<file path="src/rtl/j_rxer.sv">
// Jerry UART receiver: start + 8 data (LSB first) + optional parity + stop, x16 oversampled.
// Latency: rbf rises on the stop-bit mid-sample edge (~9.5 bit times after start, 10.5 with parity).
// Backpressure: none; a byte landing while rbf=1 overwrites dout and sets sticky ovr.
module j_rxer #(
   parameter int SYNC_STAGES = 2
) (
   input  logic       clk,
   input  logic       resetl,
   input  logic       serin,
   input  logic       rxpol,
   input  logic       bx16,
   input  logic       paren,
   input  logic       even,
   input  logic       u2drd,
   output logic [7:0] dout,
   output logic       rbf,
   output logic       perr,
   output logic       ferr,
   output logic       ovr
);

   typedef enum logic [2:0] {S_IDLE, S_START, S_DATA, S_PARITY, S_STOP} state_t;

   state_t                 r_state, w_state_nx;
   logic [SYNC_STAGES-1:0] r_sync;
   logic [3:0]             r_tick, w_tick_nx;
   logic [2:0]             r_bitc, w_bitc_nx;
   logic [7:0]             r_shift, w_shift_nx;
   logic                   r_par, w_par_nx;
   logic                   r_perr_n, w_perr_n_nx;
   logic                   r_wait, w_wait_nx;   // line must return to mark before next start
   logic                   w_load;
   logic                   w_rxd;
   logic [7:0]             r_dout;
   logic                   r_rbf, r_perr, r_ferr, r_ovr;

   assign w_rxd = r_sync[SYNC_STAGES-1] ^ rxpol;

   // Metastability synchroniser, preset to idle line level
   always_ff @(posedge clk or negedge resetl) begin
      if (!resetl) r_sync <= '1;
      else         r_sync <= {r_sync[SYNC_STAGES-2:0], serin};
   end

   // Framing state and bit counters
   always_ff @(posedge clk or negedge resetl) begin
      if (!resetl) begin
         r_state  <= S_IDLE;
         r_tick   <= '0;
         r_bitc   <= '0;
         r_shift  <= '0;
         r_par    <= 1'b0;
         r_perr_n <= 1'b0;
         r_wait   <= 1'b0;
      end else begin
         r_state  <= w_state_nx;
         r_tick   <= w_tick_nx;
         r_bitc   <= w_bitc_nx;
         r_shift  <= w_shift_nx;
         r_par    <= w_par_nx;
         r_perr_n <= w_perr_n_nx;
         r_wait   <= w_wait_nx;
      end
   end

   // Next-state: everything advances only on bx16 ticks
   always_comb begin
      w_state_nx  = r_state;
      w_tick_nx   = r_tick;
      w_bitc_nx   = r_bitc;
      w_shift_nx  = r_shift;
      w_par_nx    = r_par;
      w_perr_n_nx = r_perr_n;
      w_wait_nx   = r_wait;
      w_load      = 1'b0;
      if (bx16) begin
         case (r_state)
            S_IDLE: begin
               if (w_rxd) begin
                  w_wait_nx = 1'b0;
               end else if (!r_wait) begin
                  w_state_nx = S_START;
                  w_tick_nx  = '0;
               end
            end
            S_START: begin
               w_tick_nx = r_tick + 4'd1;
               // Mid start bit: a line back at mark means it was only a glitch
               if (r_tick == 4'd6) begin
                  if (!w_rxd) begin
                     w_state_nx  = S_DATA;
                     w_tick_nx   = '0;
                     w_bitc_nx   = '0;
                     w_par_nx    = 1'b0;
                     w_perr_n_nx = 1'b0;
                  end else begin
                     w_state_nx = S_IDLE;
                  end
               end
            end
            S_DATA: begin
               w_tick_nx = r_tick + 4'd1;
               if (r_tick == 4'd15) begin
                  w_shift_nx = {w_rxd, r_shift[7:1]};
                  w_par_nx   = r_par ^ w_rxd;
                  if (r_bitc == 3'd7) w_state_nx = paren ? S_PARITY : S_STOP;
                  else                w_bitc_nx  = r_bitc + 3'd1;
               end
            end
            S_PARITY: begin
               w_tick_nx = r_tick + 4'd1;
               if (r_tick == 4'd15) begin
                  w_perr_n_nx = ((r_par ^ w_rxd) != ~even);
                  w_state_nx  = S_STOP;
               end
            end
            S_STOP: begin
               w_tick_nx = r_tick + 4'd1;
               if (r_tick == 4'd15) begin
                  w_load     = 1'b1;
                  w_state_nx = S_IDLE;
                  // A zero stop bit may be a break: hold off until the line returns to mark
                  w_wait_nx  = ~w_rxd;
               end
            end
            default: w_state_nx = S_IDLE;
         endcase
      end
   end

   // Receive buffer and status flags seen by the CPU
   always_ff @(posedge clk or negedge resetl) begin
      if (!resetl) begin
         r_dout <= '0;
         r_rbf  <= 1'b0;
         r_perr <= 1'b0;
         r_ferr <= 1'b0;
         r_ovr  <= 1'b0;
      end else if (w_load) begin
         r_dout <= r_shift;
         r_perr <= r_perr_n & paren;
         r_ferr <= ~w_rxd;
         r_rbf  <= 1'b1;
         // A read landing on the load edge consumes the old byte, so no overrun
         if (r_rbf && !u2drd) r_ovr <= 1'b1;
      end else if (u2drd) begin
         r_rbf <= 1'b0;
         r_ovr <= 1'b0;
      end
   end

   assign dout = r_dout;
   assign rbf  = r_rbf;
   assign perr = r_perr;
   assign ferr = r_ferr;
   assign ovr  = r_ovr;

endmodule
</file>
<file path="config.mk">
export PLATFORM = sky130hd
export DESIGN_NAME = j_rxer
export DESIGN_NICKNAME = d
export VERILOG_FILES = /design/src/rtl/j_rxer.sv
export SDC_FILE = /design/constraint.sdc
export NUM_CORES = 1
export LEC_CHECK = 0
export ABC_CLOCK_PERIOD_IN_PS = 2000
export BUFFER_PORTS_ARGS = -buffer_cell sky130_fd_sc_hd__buf_2
export CAP_MARGIN = 20
export CORE_MARGIN = 5
export CORE_UTILIZATION = 30
export CTS_CLUSTER_SIZE = 24
export DETAILED_ROUTE_END_ITERATION = 8
export GPL_TIMING_DRIVEN = 1
export PLACE_DENSITY = 0.43
export SKIP_LAST_GASP = 1
export SLEW_MARGIN = 5
export SYNTH_ARGS = -nofsm -noshare
export SYNTH_HDL_FRONTEND = slang
export SYNTH_SLANG_ARGS = --single-unit
</file>
<file path="constraint.sdc">
create_clock -name clk -period 2 [get_ports clk]
set_input_delay 0.4 -clock clk [delete_from_list [all_inputs] [get_ports clk]]
set_output_delay 0.4 -clock clk [all_outputs]
set_load 0.05 [all_outputs]
</file>
==> results.ini <==
[min_path]
hp-class=in2async

[clocking]
cts_root_buffer=clkbuf_8
cts_setup_buffers=0
clkSinkCount=35
numCtsBuffers=5
post_cts_resized=0
clk-insertion-delay-late_ps=280
cts_tree=done
htree_levels=2
cts_hold_buf=0
clockBufferDepth=2
path_clk_slew_ps=70

[detailed_routing]
post_drt_wl_per_cell_um=13.4
routed_wl_um=3780
vias_per_cell=4.78
drtIter0Drc=53
vias=1342
drt_first_pass_iters=4
post-route-drc-count=0
ant_nets=0

[run]
drv_cap=0

[placed_design]
globalplace.congestion=0.781
placed_area_sq_um=2020
io_buffers=19
dp_hpwl_um=2760

[setup_path]
worstPathArrival_ps=2100
crit_fanout=6
start_kind=flip-flop
path_cells=inv_1 -> ha_1 -> nand3b_1 -> or2_4 -> a221oi_4 -> nor4_1 -> a211o_1
cpPeakStageDelay_ps=420
worst-setup-path-type=reg2reg
slowest_stage=dfrtp_1
crit_path_end_kind=flip-flop
worstReg2RegStart=r_tick[0]
cp_data_required_time_ps=2170
startpoint=r_tick[0]

[status]
status=finished clean

[synth]
muxShareOfSynthArea_pct=8.27
ys_ff_latch=35
synth.cells.most_frequent=38 x nand2_1, 33 x dfrtp_1, 9 x o21ai_0
ys_warn_count=0
yosys.area_share.simple_pct=18.6
yosysSeqAreaShare_pct=49.2
yosys.area.top_type=dfrtp_1
synth_most_common_cell=nand2_1
synth_top_area_share_pct=46.3
synthesis.area_sq_um=1780
synthFlopType=dfrtp_1
syn_nets=185
synthXorXnorAreaFrac_pct=1.89
yosys-top-cells-area=dfrtp_1 46%, nand2_1 8.0%, mux2_4 5.9%
ys_async_sr_fraction_pct=100
netlist_instances=173
synth_edf_count=0
synth_area_per_cell_sq_um=10.3
synth_top_family_by_area=simple AND/OR/NAND/NOR gates
yosysUniqueCellTypes=50
synth_compound_area_share_pct=14.7
synthAdderAreaFrac_pct=2.81

[power_and_ir_drop]
static-leakage-power_nw=1.07
irDropWorstVdd_mv=0.434
total_power_mw=2.33
powerDensity_nw_per_um2=1080

[global_route]
grt_pass1_wl_um=6400
antenna_found_initial=0
grt_pass1_vias=1340
grt_remaining_overflow=0
grt_max_degree=36
track_usage_pct=10.7

[floorplan]
rows=28
die_area_sq_um=7590
die_w_um=87.1
ioPinCount=20
die_h_um=87.1
coreArea_sq_um=5850
start_util_pct=30.5

[cells_and_area]
drive_gt1_share_pct=30.1
area_delta_synth_final_pct=20.9
postLayoutCellArea_sq_um=2160
nets=217
antennaDiodeCount=0

[sta]
tns_ps=0
rsz0062_at_grt=yes
period_minus_slack_ps=1930
maxSlewViolCount=0
fin_worst_skew_ps=3.25
setup_viol=0
worst_pin_slew_ps=449
holdWs_ps=152
slew_headroom_pct=70.1
fmax_mhz=517
fin_crit_sh_pct=96.7
finalHoldViolCount=0

## per-layer routing
metal | routed length [um] | track usage, % | vias to the layer above
li1 | - | - | 664
met1 | 1840 | 14.5 | 650
met2 | 1750 | 16.6 | 23
met3 | 153 | 3.12 | 5
met4 | 29 | 2.93 | 0
met5 | 0 | 0 | -
## registers in the layout, indices dropped and copies added, names as in the netlist, 2 cells and up
register	flops
r_state	3
r_bitc	3
r_shift	8
r_sync	2
r_tick	4
dout	8
## through the flow
stage	cells	worst slack, ps	util [%]
6_report	281	66.4	36.9
3_3_place_gp	270	99.1	34.5
5_1_grt	281	-6.53	36.9
4_1_cts	278	4.17	36.5
3_5_place_dp	270	14.4	34.5
2_1_floorplan	173	187	-
## worst max-delay path, delay by kind of cell, from the launching register on
| family | cells | cell delay, ps |
|---|---|---|
| compound gates | 2 | 640 |
| fa+ha+maj | 1 | 150 |
| buf+inv | 1 | 70 |
| flops | 1 | 420 |
| simple gates | 3 | 550 |
## cell families after synthesis
kind of cell | Yosys count
buffers and inverters | 16
multiplexers | 11
AND/OR/NAND/NOR | 69
AO/OA/AOI/OAI | 35
adder cells (fa/ha/maj) | 4
XOR/XNOR | 3
flip-flops | 35
## worst paths after layout
kind | to | slack [ps] | depth (start not counted)
setup / recovery | r_tick[3] | 70 | 7
min in group clk | r_sync[0] | 220 | 1
hold / removal | r_state[1] | 150 | 2
max in group asynchronous | r_sync[0] | 1500 | 2
setup reg to reg | r_tick[3] | 70 | 7
hold reg to reg | r_sync[1] | 360 | 0
## final cells by class
type | instances | area, sq um
Fill cell | 586 | 3690
Sequential cell | 35 | 878
Clock buffer | 6 | 82.6
Timing Repair Buffer | 33 | 213
Clock inverter | 2 | 35.0
Multi-Input combinational cell | 122 | 825
Tap cell | 75 | 93.8
Inverter | 8 | 30.0
## report_power, final
group          switching (mW)  internal (mW)
registers               0.120          0.791
logic                   0.405          0.355
clock network           0.257          0.403
total                   0.782           1.55
## cells in the final DEF, fill, tap and decap left out, types with 2 or more instances in the layout
master	instances
dfrtp_1	33
inv_1	7
dfstp_2	2
nor2_2	2
nor3_1	3
nor2_1	5
nand2b_1	2
buf_4	13
o21ai_1	5
buf_2	19
o21ai_0	9
nand2_1	38
mux2i_1	2
xnor2_1	2
o211ai_2	2
o31ai_1	3
ha_1	4
mux2_1	2
a21o_1	2
mux2_4	7
clkbuf_8	6
nor4_1	2
a31oi_1	3
nand3_1	4
No activity file was read; power rests on OpenSTA's default activity.
